===== config.mk =====
export PLATFORM = sky130hd
export DESIGN_NAME = fifo2axis
export DESIGN_NICKNAME = d
export VERILOG_FILES = /design/src/rtl/fifo2axis.sv
export SDC_FILE = /design/constraint.sdc
export NUM_CORES = 1
export LEC_CHECK = 0
export CORE_AREA = 2 2 132 134
export CTS_BUF_LIST = sky130_fd_sc_hd__clkbuf_4
export DETAILED_ROUTE_END_ITERATION = 8
export DIE_AREA = 0 0 134 136
export GPL_TIMING_DRIVEN = 0
export RECOVER_POWER = 25
export SLEW_MARGIN = 10
export SYNTH_ARGS = -nofsm -noshare
export SYNTH_HDL_FRONTEND = slang
export SYNTH_SLANG_ARGS = --single-unit

===== constraint.sdc =====
create_clock -name clk_i -period 4.75 [get_ports clk_i]
set_clock_uncertainty 0.15 [all_clocks]
set_input_delay 0.475 -clock clk_i [delete_from_list [all_inputs] [get_ports clk_i]]
set_output_delay 0.475 -clock clk_i [all_outputs]
set_load 0.03 [all_outputs]

===== src/rtl/fifo2axis.sv =====
// fifo2axis: drains a 1-cycle-latency FIFO into one AXI-Stream frame of a programmed length.
// Build macro FIFO2AXIS_AUTO_RESTART_EN: one-cycle DONE and back-to-back frames while en_i stays high.
module fifo2axis #(
    parameter int DATA_W     = 32,
    parameter int AXIS_LEN_W = 16
) (
    input  logic                  clk_i,
    input  logic                  rst_i,
    input  logic                  en_i,
    input  logic [AXIS_LEN_W-1:0] len_i,
    output logic [AXIS_LEN_W-1:0] len_o,
    output logic                  done_o,
    input  logic                  fifo_empty_i,
    output logic                  fifo_read_o,
    input  logic [DATA_W-1:0]     fifo_rdata_i,
    output logic [DATA_W-1:0]     axis_tdata_o,
    output logic                  axis_tvalid_o,
    input  logic                  axis_tready_i,
    output logic                  axis_tlast_o
);
    typedef enum logic [1:0] {
        ST_IDLE = 2'd0,
        ST_RUN  = 2'd1,
        ST_DONE = 2'd2
    } state_t;

    localparam logic [AXIS_LEN_W-1:0] LEN_ONE  = {{(AXIS_LEN_W-1){1'b0}}, 1'b1};
    localparam logic [AXIS_LEN_W-1:0] LEN_ZERO = {AXIS_LEN_W{1'b0}};

    state_t                state_q, state_d;
    logic [AXIS_LEN_W-1:0] len_reg_q, len_reg_d;
    logic [AXIS_LEN_W-1:0] rd_cnt_q, rd_cnt_d;
    logic [AXIS_LEN_W-1:0] beat_cnt_q, beat_cnt_d;
    logic [DATA_W-1:0]     buf0_q, buf0_d, buf1_q, buf1_d;
    logic [1:0]            occ_q, occ_d;
    logic                  pend_q, pend_d;
    logic                  pop_s, last_beat_s, read_s, start_s;

    assign pop_s       = (occ_q != 2'd0) & axis_tready_i;
    assign last_beat_s = (beat_cnt_q == (len_reg_q - LEN_ONE));
    // occ+pend-pop<2, rearranged to stay unsigned
    assign read_s = (state_q == ST_RUN) & en_i & ~fifo_empty_i & (rd_cnt_q < len_reg_q) &
                    (({1'b0, occ_q} + {2'b00, pend_q}) < (3'd2 + {2'b00, pop_s}));

    assign fifo_read_o   = read_s;
    assign axis_tvalid_o = (occ_q != 2'd0);
    assign axis_tdata_o  = buf0_q;
    assign axis_tlast_o  = (occ_q != 2'd0) & last_beat_s;
    assign done_o        = (state_q == ST_DONE);
    assign len_o         = beat_cnt_q;

    // Frame sequencing and the read/beat counters
    always_comb begin
        state_d    = state_q;
        len_reg_d  = len_reg_q;
        rd_cnt_d   = rd_cnt_q;
        beat_cnt_d = beat_cnt_q;
        start_s    = 1'b0;
        case (state_q)
            ST_IDLE: begin
                if (en_i) begin
                    start_s = 1'b1;
                end else begin
                    state_d = ST_IDLE;
                end
            end
            ST_RUN: begin
                if (pop_s && last_beat_s) begin
                    state_d = ST_DONE;
                end else begin
                    state_d = ST_RUN;
                end
            end
            ST_DONE: begin
`ifdef FIFO2AXIS_AUTO_RESTART_EN
                if (en_i) begin
                    start_s = 1'b1;
                end else begin
                    state_d = ST_IDLE;
                end
`else
                if (!en_i) begin
                    state_d = ST_IDLE;
                end else begin
                    state_d = ST_DONE;
                end
`endif
            end
            default: begin
                state_d = ST_IDLE;
            end
        endcase
        if (start_s) begin
            len_reg_d  = len_i;
            rd_cnt_d   = LEN_ZERO;
            beat_cnt_d = LEN_ZERO;
            if (len_i != LEN_ZERO) begin
                state_d = ST_RUN;
            end else begin
                state_d = ST_DONE;
            end
        end else begin
            if (read_s) begin
                rd_cnt_d = rd_cnt_q + LEN_ONE;
            end else begin
                rd_cnt_d = rd_cnt_q;
            end
            if (pop_s) begin
                beat_cnt_d = beat_cnt_q + LEN_ONE;
            end else begin
                beat_cnt_d = beat_cnt_q;
            end
        end
    end

    // Two-entry output buffer: returning word pushes at the tail, accepted beat pops the head
    always_comb begin
        buf0_d = buf0_q;
        buf1_d = buf1_q;
        occ_d  = occ_q;
        pend_d = read_s;
        case ({pend_q, pop_s})
            2'b01: begin
                buf0_d = buf1_q;
                occ_d  = occ_q - 2'd1;
            end
            2'b10: begin
                if (occ_q == 2'd0) begin
                    buf0_d = fifo_rdata_i;
                end else begin
                    buf1_d = fifo_rdata_i;
                end
                occ_d = occ_q + 2'd1;
            end
            2'b11: begin
                if (occ_q == 2'd2) begin
                    buf0_d = buf1_q;
                    buf1_d = fifo_rdata_i;
                end else begin
                    buf0_d = fifo_rdata_i;
                end
            end
            default: begin
                occ_d = occ_q;
            end
        endcase
    end

    // State and datapath registers; reset discards any buffered or in-flight word
    always_ff @(posedge clk_i) begin
        if (rst_i) begin
            state_q    <= ST_IDLE;
            len_reg_q  <= LEN_ZERO;
            rd_cnt_q   <= LEN_ZERO;
            beat_cnt_q <= LEN_ZERO;
            buf0_q     <= {DATA_W{1'b0}};
            buf1_q     <= {DATA_W{1'b0}};
            occ_q      <= 2'd0;
            pend_q     <= 1'b0;
        end else begin
            state_q    <= state_d;
            len_reg_q  <= len_reg_d;
            rd_cnt_q   <= rd_cnt_d;
            beat_cnt_q <= beat_cnt_d;
            buf0_q     <= buf0_d;
            buf1_q     <= buf1_d;
            occ_q      <= occ_d;
            pend_q     <= pend_d;
        end
    end
endmodule


==> impl_metrics.py <==
metrics = {
    "drt": {
        "vias": 5523,
        "avgViaCountPerCell": 5.11,
        "routed_wl_mm": 16.0,
        "drtAntennaViolNets": 0,
        "drt_iter0_markers": 246,
        "routedWlPerCell_um": 14.8,
        "drt_pass1_iterations": 5,
        "drc": 0,
    },
    "setup_path": {
        "worstSetupStartpointType": "flip-flop",
        "cp_max_fo": 7,
        "ff2ff_path_depth": 8,
        "end_kind": "primary output",
        "criticalPathCategory": "reg -> out",
        "r2r_slack_ns": 1.11,
        "cp_slowest_cell": "clkdlybuf4s50_1",
        "path_cells": "inv_1, ha_1, or4b_1, buf_2, nor3_1, mux2_1, o211ai_1, o2111a_2, clkdlybuf4s50_1",
        "cp.required_ns": 4.12,
        "critPathMaxStageDelay_ns": 0.68,
        "critical_path_arrival_ns": 3.78,
    },
    "synthesis": {
        "synth_area_per_cell_sq_um": 8.00,
        "ys_top_cells_by_area": "dfxtp_1 41%, nand2_1 8.0%, a21oi_1 5.9%",
        "yosys_warnings": 0,
        "synth_edf_count": 0,
        "yosysUniqueCellTypes": 49,
        "syn-num-nets": 798,
        "synth_flop_cell": "dfxtp_1",
        "synth-seq-area-share_pct": 40.7,
        "syn_area_sq_um": 5760,
        "syn_inst": 720,
        "synth_top_area_share_pct": 40.7,
        "synthArstFlopShare_pct": 0,
        "synth_seq_cells": 117,
        "synth_area_leader_cell": "dfxtp_1",
    },
    "sta": {
        "worstMarginPinSlew_ns": 0.739,
        "post-route-period-util_pct": 92.6,
        "fmax_mhz": 227,
        "finalSetupViolCount": 0,
        "rsz0062_at_grt": "false",
        "hold_viol_final": 0,
        "slew_headroom_pct": 50.2,
        "maxSlewViolCount": 0,
        "period_minus_slack_ns": 4.40,
        "setup_tns_ns": 0,
    },
    "floorplan": {
        "die_h_um": 136,
        "rows": 48,
        "dieArea_sq_um": 18200,
        "initial_core_util_pct": 34.1,
        "die_x_um": 134,
        "ios": 105,
        "coreArea_sq_um": 16900,
    },
    "cts": {
        "cts_buffers": 17,
        "clk_pin_slew_ns": 0.11,
        "cts_sinks": 117,
        "cts_max_path_buffers": 2,
        "post_cts_buffers": 0,
        "htree_levels": 4,
        "tritoncts": "built",
        "insertion_delay_ns": 0.53,
        "hold_buffers": 0,
        "cts_root_buffer": "clkbuf_4",
        "post_cts_resize_count": 0,
    },
    "layout": {
        "layout.nets": 921,
        "drive_above_1_share_pct": 4.91,
        "fin_cells": 1081,
        "antennaDiodeCount": 0,
        "layout_commonest_cell": "nand2_1",
        "ff_latch_area_sq_um": 2340,
        "layout_common_cells": "123 x nand2_1, 117 x dfxtp_1, 72 x clkdlybuf4s50_1",
        "multi_input_area_sq_um": 3120,
        "area_delta_synth_final_pct": 28.3,
        "finish.utilization_pct": 43.8,
        "fillerInstances": 1693,
    },
    "placed_design": {
        "placed_cells": 1049,
        "dp_hpwl_mm": 12.0,
        "portBuffers": 104,
        "gp_congestion": 0.795,
    },
    "status": {
        "status": "completed",
    },
    "power_and_ir_drop": {
        "p_per_area_nw_per_um2": 361,
        "irDropWorstVdd_mv": 0.229,
        "leakage_nw": 2.67,
    },
    "global_route": {
        "grt_pass1_wl_mm": 26.9,
        "grt_overflow_total": 0,
        "grt_pass1_vias": 5355,
        "gr-usage-all-layers_pct": 18.6,
        "grt_max_degree": 17,
        "antenna_found_initial": 0,
    },
    "min_path": {
        "min_path_cells": 2,
        "min_path_type": "reg -> reg",
    },
    "job": {
        "drv_cap": 0,
    },
}
flip-flops by register name, summed over array words and instances (netlist names):
signal,cells
buf1_q,32
pend_q,1
len_o,16
rd_cnt_q,16
len_reg_q,16
occ_q,2
axis_tdata_o,32
state_q,2
synth_stat cells (3+ instances only):
cell and number:
a211oi_1 4, a21oi_1 68, a221oi_1 32, a311oi_1 3, a31oi_1 5, and2_1 4
and3_1 8, clkbuf_1 44, dfxtp_1 117, ha_1 25, inv_1 23, mux2i_1 7
nand2_1 123, nand2b_1 3, nand3_1 17, nand4_1 14, nor2_1 63, nor3_1 44
nor4_1 9, o21ai_0 13, o31ai_1 5, or3_1 13, or4_1 9, xnor2_1 14
xor2_1 18
critical path: cells and delay by family, from the launching register on:
family / cells / cell delay, ns
DFF: 1 / 0.41
and+or+nand+nor: 2 / 0.74
buffers and inverters: 3 / 0.97
adders and majority gates: 1 / 0.24
AOI/OAI and AO/OA: 2 / 0.53
muxes: 1 / 0.36
stage by stage:
step                total power, mW  area, sq um  hold slack (ns)  worst slack, ns
finish                         2.67         7390            0.313            0.350
global route                   2.83         7390            0.306            0.116
CTS                            2.72         7390            0.312            0.302
detailed placement             1.93         7080            0.297            0.907
global placement               1.93         7080            0.291            0.929
floorplan                      1.62         5760            0.286             1.84
power breakdown:
part           switching, mW  internal, mW  total [mW]
Sequential            0.0561          1.07        1.12
Combinational          0.457         0.299       0.756
Clock                  0.418         0.368       0.786
Total                  0.932          1.73        2.67
layer usage:
layer / part of all wire [%] / wire, um / vias up / track usage, %
met5: 0 / 0 / - / 0
met4: 1.5 / 246 / 0 / 6.15
met3: 5.9 / 944 / 19 / 5.29
met2: 48 / 7620 / 150 / 30.3
met1: 45 / 7170 / 2540 / 23.8
li1: - / - / 2814 / -
layout make-up:
type,count,share of cell area (%)
multi-input cells,529,42.3
flip-flops and latches,117,31.7
repair buffers,104,14.1
well taps,225,3.81
plain buffers,50,2.78
clock inverters,15,2.40
clock buffers,17,1.73
inverters,24,1.22
path summary, 6_finish.rpt:
path                             startpoint                       to
setup / recovery  len_reg_q[0]$_SDFFE_PP0P_             axis_tlast_o
setup reg to reg      occ_q[0]$_SDFFE_PP0P_  buf1_q[10]$_SDFFE_PP0P_
hold / removal      buf1_q[21]$_SDFFE_PP0P_  buf1_q[21]$_SDFFE_PP0P_
hold reg to reg     buf1_q[21]$_SDFFE_PP0P_  buf1_q[21]$_SDFFE_PP0P_
kinds of logic (layout without fill, tap and decap cells):
group	Yosys count	in the layout	share of synthesized area [%]
and+or+nand+nor	317	317	25.8
AOI/OAI and AO/OA	147	147	16.7
DFF	117	117	40.7
buffers and inverters	74	210	5.13
xor gates and xnor gates	32	32	4.87
adders and majority gates	25	25	5.43
muxes	8	8	1.41
No activity file was read; power rests on OpenSTA's default activity.
